$ cat config.mk
export PLATFORM = sky130hd
export DESIGN_NAME = sm_arbiter
export DESIGN_NICKNAME = d
export VERILOG_FILES = /design/src/rtl/sm_arbiter.sv
export SDC_FILE = /design/constraint.sdc
export NUM_CORES = 1
export LEC_CHECK = 0
export ABC_AREA = 1
export ABC_CLOCK_PERIOD_IN_PS = 2650
export CORE_MARGIN = 3
export CORE_UTILIZATION = 45
export DETAILED_ROUTE_END_ITERATION = 10
export PLACE_DENSITY = 0.78
export SLEW_MARGIN = 20
export SYNTH_ARGS = -nofsm -noshare
export SYNTH_HDL_FRONTEND = slang
export SYNTH_SLANG_ARGS = --single-unit
export TNS_END_PERCENT = 1
$ cat constraint.sdc
create_clock -name clk -period 2.65 [get_ports clk]
set_input_delay 0.6625 -clock clk [delete_from_list [all_inputs] [get_ports clk]]
set_output_delay 0.6625 -clock clk [all_outputs]
set_load 0.1 [all_outputs]
$ cat src/rtl/sm_arbiter.sv
// rtl/sm_arbiter.sv - two-requester round-robin front end for a shared sequential multiplier
//
// Purpose: arbitrates two requesters onto one sequential multiplier controller,
// captures the winner's operands, waits for completion (with a bounded timeout)
// and returns the product to the requester that was served.
//
// Ports:
//   clk, rst            rising-edge clock, synchronous active-high reset
//   req0/a0/b0          requester 0 request (held until gnt0) and operands
//   req1/a1/b1          requester 1 request (held until gnt1) and operands
//   gnt0, gnt1          one-cycle grant pulse (operands consumed)
//   res                 2*WIDTH product, holds last delivered value
//   res_vld0, res_vld1  one-cycle result-valid pulse per requester
//   timeout             one-cycle pulse alongside res_vld when the multiplier stalled
//   busy                high in any state other than IDLE
//   mul_start           one-cycle start pulse to the multiplier controller
//   mul_md, mul_mr      captured operands, stable from GRANT through WAIT
//   mul_done, mul_prod  multiplier completion and product, sampled in WAIT only

module sm_arbiter #(
    parameter int WIDTH   = 4,
    parameter int TIMEOUT = 15
) (
    input  logic               clk,
    input  logic               rst,
    input  logic               req0,
    input  logic [WIDTH-1:0]   a0,
    input  logic [WIDTH-1:0]   b0,
    input  logic               req1,
    input  logic [WIDTH-1:0]   a1,
    input  logic [WIDTH-1:0]   b1,
    output logic               gnt0,
    output logic               gnt1,
    output logic [2*WIDTH-1:0] res,
    output logic               res_vld0,
    output logic               res_vld1,
    output logic               timeout,
    output logic               busy,
    output logic               mul_start,
    output logic [WIDTH-1:0]   mul_md,
    output logic [WIDTH-1:0]   mul_mr,
    input  logic               mul_done,
    input  logic [2*WIDTH-1:0] mul_prod
);

    localparam logic [7:0] LP_TIMEOUT = 8'(TIMEOUT);

    typedef enum logic [1:0] {
        ST_IDLE    = 2'd0,
        ST_GRANT   = 2'd1,
        ST_WAIT    = 2'd2,
        ST_DELIVER = 2'd3
    } state_t;

    state_t               r_state;
    logic                 r_last;
    logic                 r_owner;
    logic [7:0]           r_cnt;
    logic [2*WIDTH-1:0]   r_res;
    logic [WIDTH-1:0]     r_md;
    logic [WIDTH-1:0]     r_mr;
    logic                 r_gnt0;
    logic                 r_gnt1;
    logic                 r_start;
    logic                 r_vld0;
    logic                 r_vld1;
    logic                 r_timeout;
    logic                 r_busy;

    logic                 w_pick;
    logic [7:0]           w_cnt_inc;

    // On a tie the requester that was not served last wins; otherwise the
    // single active requester wins (req1 alone picks 1, req0 alone picks 0).
    assign w_pick    = (req0 && req1) ? ~r_last : req1;

    // Saturating increment so a huge TIMEOUT can never be skipped by wrap-around.
    assign w_cnt_inc = (r_cnt == 8'hFF) ? r_cnt : r_cnt + 8'd1;

    // All outputs are registers updated together with the state they belong to,
    // so each pulse is high exactly while the FSM sits in the matching state.
    always_ff @(posedge clk) begin
        if (rst) begin
            r_state   <= ST_IDLE;
            r_last    <= 1'b1;
            r_owner   <= 1'b0;
            r_cnt     <= 8'd0;
            r_res     <= '0;
            r_md      <= '0;
            r_mr      <= '0;
            r_gnt0    <= 1'b0;
            r_gnt1    <= 1'b0;
            r_start   <= 1'b0;
            r_vld0    <= 1'b0;
            r_vld1    <= 1'b0;
            r_timeout <= 1'b0;
            r_busy    <= 1'b0;
        end else begin
            r_gnt0    <= 1'b0;
            r_gnt1    <= 1'b0;
            r_start   <= 1'b0;
            r_vld0    <= 1'b0;
            r_vld1    <= 1'b0;
            r_timeout <= 1'b0;

            case (r_state)
                ST_IDLE: begin
                    if (req0 || req1) begin
                        r_state <= ST_GRANT;
                        r_owner <= w_pick;
                        r_md    <= w_pick ? a1 : a0;
                        r_mr    <= w_pick ? b1 : b0;
                        r_gnt0  <= ~w_pick;
                        r_gnt1  <= w_pick;
                        r_start <= 1'b1;
                        r_busy  <= 1'b1;
                    end
                end

                ST_GRANT: begin
                    r_state <= ST_WAIT;
                    r_cnt   <= 8'd0;
                end

                ST_WAIT: begin
                    r_cnt <= w_cnt_inc;
                    // Completion is checked first so it beats a same-cycle timeout.
                    if (mul_done) begin
                        r_state   <= ST_DELIVER;
                        r_res     <= mul_prod;
                        r_vld0    <= ~r_owner;
                        r_vld1    <= r_owner;
                        r_timeout <= 1'b0;
                    end else if (w_cnt_inc >= LP_TIMEOUT) begin
                        r_state   <= ST_DELIVER;
                        r_res     <= '0;
                        r_vld0    <= ~r_owner;
                        r_vld1    <= r_owner;
                        r_timeout <= 1'b1;
                    end
                end

                ST_DELIVER: begin
                    r_state <= ST_IDLE;
                    r_last  <= r_owner;
                    r_busy  <= 1'b0;
                end

                default: begin
                    r_state <= ST_IDLE;
                    r_busy  <= 1'b0;
                end
            endcase
        end
    end

    assign gnt0      = r_gnt0;
    assign gnt1      = r_gnt1;
    assign mul_start = r_start;
    assign res_vld0  = r_vld0;
    assign res_vld1  = r_vld1;
    assign timeout   = r_timeout;
    assign busy      = r_busy;
    assign res       = r_res;
    assign mul_md    = r_md;
    assign mul_mr    = r_mr;

endmodule

==> impl_metrics.env <==
export IMPL_cp_arrival_ps=2070
export IMPL_max_slew_margin=0.6994
export IMPL_setup_tns_ps=0
export IMPL_drv_slew=0
export IMPL_die_area_mm2=0.004360
export IMPL_multiInputGateArea_um2=827.0
export IMPL_wl_per_cell_um=11.21
export IMPL_syn_avg_cell_area_um2=7.239
export IMPL_synth_fp_nets=258
export IMPL_tightest_slew_ps=450.4
export IMPL_die_x_um=66.03
export IMPL_grt_pass1_vias=1381
export IMPL_rsz0062_at_grt="no"
export IMPL_ys_types=23
export IMPL_p_leak_nw=0.9943
export IMPL_clk_path_buf_depth=2
export IMPL_grt_usage=0.1771
export IMPL_holdBufCountCts=0
export IMPL_clock_fmax_mhz=539.4
export IMPL_status="finished clean"
export IMPL_grt_pass1_wl_um=6023
export IMPL_drt_pass1_iter_count=4
export IMPL_start_util=0.4747
export IMPL_place_congestion=0.8236
export IMPL_pre_cts_ws_ps=608.7
export IMPL_grt_max_degree=20
export IMPL_crit_buf_inv=0
export IMPL_cts_tree="yes"
export IMPL_finalSetupViolations=0
export IMPL_endpoint_kind="flop"
export IMPL_crit_required_ps=2870
export IMPL_drive_above_1_share=0.1714
export IMPL_stdcell_area_mm2=0.002212
export IMPL_maxCapViolCount=0
export IMPL_core_area_mm2=0.003416
export IMPL_hold_viol_final=0
export IMPL_post_cts_resized=0
export IMPL_post_cts_setup_buffers=0
export IMPL_antenna_found_initial=0
export IMPL_seqCellArea_um2=700.7
export IMPL_yosysSeqAreaShare=0.4321
export IMPL_synth_area_mm2=0.001622
export IMPL_cts_root_buf="clkbuf_4"
export IMPL_cts_sinks=35
export IMPL_io_pins=52
export IMPL_dpl_cell_count=318
export IMPL_setup_ws_ps=796.0
export IMPL_critPathMaxFanout=10
export IMPL_area_growth_pct=36.42
export IMPL_viasPerCell=4.837
export IMPL_place_area_mm2=0.002128
export IMPL_final_cell_mix="nand2_1 (77), dfxtp_1 (35), clkdlybuf4s50_1 (28)"
export IMPL_antenna_cells=0
export IMPL_dp_hpwl_um=2721
export IMPL_fin_crit_ps=1854
export IMPL_htree_levels=2
export IMPL_post_route_period_util=0.6996
export IMPL_io_buffers=51
export IMPL_drc=0
export IMPL_wirelength_um=3656
export IMPL_die_h_um=66.03
export IMPL_drt_initial_drc_count=105
export IMPL_yosysWarnings=0
export IMPL_power_density_mw_per_mm2=964.8
export IMPL_grt_remaining_overflow=0
export IMPL_hold_class="reg2reg"
export IMPL_ir_drop_mv=0.7756
export IMPL_fin_cells=326
export IMPL_fin_nets=313
export IMPL_final_common_cell="nand2_1"
export IMPL_path_cells="ha_1, nand2_2, nor2_4, nand2_4, nand2_1, nand2_1, nor2_1, nand2_1, nand3_2, nand2_4, nand2_1, a21oi_1"
export IMPL_path_clk_slew_ps=130
export IMPL_via_count=1577
export IMPL_insertion_delay_ps=340
export IMPL_crit_path_max_incr_delay_ps=450
export IMPL_cts_buffers=5
export IMPL_synth_seq_cells=35
export IMPL_startpoint_type="flop"
export IMPL_critPathSlowestCell="dfxtp_1"
export IMPL_rows=21
export IMPL_fillers=333
export IMPL_synthCells=224
export IMPL_crit_family="simple AND/OR/NAND/NOR gates"
export IMPL_crit_type="reg2reg"
export IMPL_fin_skew_ps=23.48
export IMPL_critPathMostFrequentCell="nand2_1"
export IMPL_postRouteAntennaNets=0
-- where the power goes --
group | total (mW) | internal [mW] | switching, mW
clock network | 0.397 | 0.201 | 0.195
logic | 1.05 | 0.237 | 0.815
registers | 0.686 | 0.625 | 0.0608
-- logic make-up (layout without fill, tap and decap cells) --
group / Yosys count / after routing / share of synthesized area
XOR/XNOR: 1 / 1 / 0.005402
AO/OA/AOI/OAI: 46 / 46 / 0.1489
flip-flops: 35 / 35 / 0.4321
adder cells (fa/ha/maj): 5 / 5 / 0.03858
AND/OR/NAND/NOR: 112 / 112 / 0.3171
buffers and inverters: 25 / 81 / 0.05787
-- metal layers --
metal,routed length [µm],GRT usage,up-vias,share of wire
met1,1670,0.2141,688,0.46
met5,0,0,-,0
met2,1652,0.2916,44,0.45
li1,-,-,836,-
met4,69,0.06091,0,0.019
met3,263,0.06122,9,0.072
-- worst min-delay path, cell delays in order (launching register included) --
cell	delay [ps]
dfxtp_1	330
nand2_1	60
a21oi_1	50
-- state kept, by name, summed over array words and instances (netlist names), 2 cells and up --
register / cells
mul_mr: 4
r_state: 2
r_cnt: 8
mul_md: 4
res: 8
-- stage by stage --
step,power (mW),hold slack (ps),utilization
after floorplan,1.504,432.1,-
after global placement,1.742,449.4,0.6231
after detailed placement,1.747,456.9,0.6231
after CTS,2.145,475.6,0.6476
after global routing,2.246,502.3,0.6476
final,2.134,472.7,0.6476
-- Yosys cell counts --
cell type	instances	area (µm²)
nand4_1	1	6.260
nor2_1	11	41.29
xnor2_1	1	8.760
inv_1	17	63.81
nor2_2	1	6.260
a31oi_1	8	50.05
nand2_1	77	289.0
dfxtp_1	35	700.7
clkbuf_1	5	18.77
a21oi_1	22	110.1
ha_1	5	62.56
nand2_2	4	25.02
nor2_4	3	33.78
clkinv_1	2	7.510
nor3_2	1	10.01
nand4_2	1	12.51
nand3_1	8	40.04
nand3_2	2	20.02
o21ai_0	15	75.07
o22ai_1	1	6.260
nand3b_1	1	7.510
nand2_4	2	22.52
inv_2	1	3.750
-- area by class of cell --
class,count,area share
clock buffers,5,0.01697
repair buffers,53,0.2115
well taps,46,0.02602
multi-input cells,164,0.3739
inverters,20,0.03394
flip-flops and latches,35,0.3167
clock inverters,3,0.02093
-- worst paths after layout --
kind,start,to,slack (ps),cells past startpoint
worst max register to register,r_cnt[0],res[0],800,12
worst min-delay path,res[3],res[3],470,2
worst min register to register,res[3],res[3],470,2
worst max-delay path,r_cnt[0],res[0],800,12
Power figures use the tool's default switching activity.
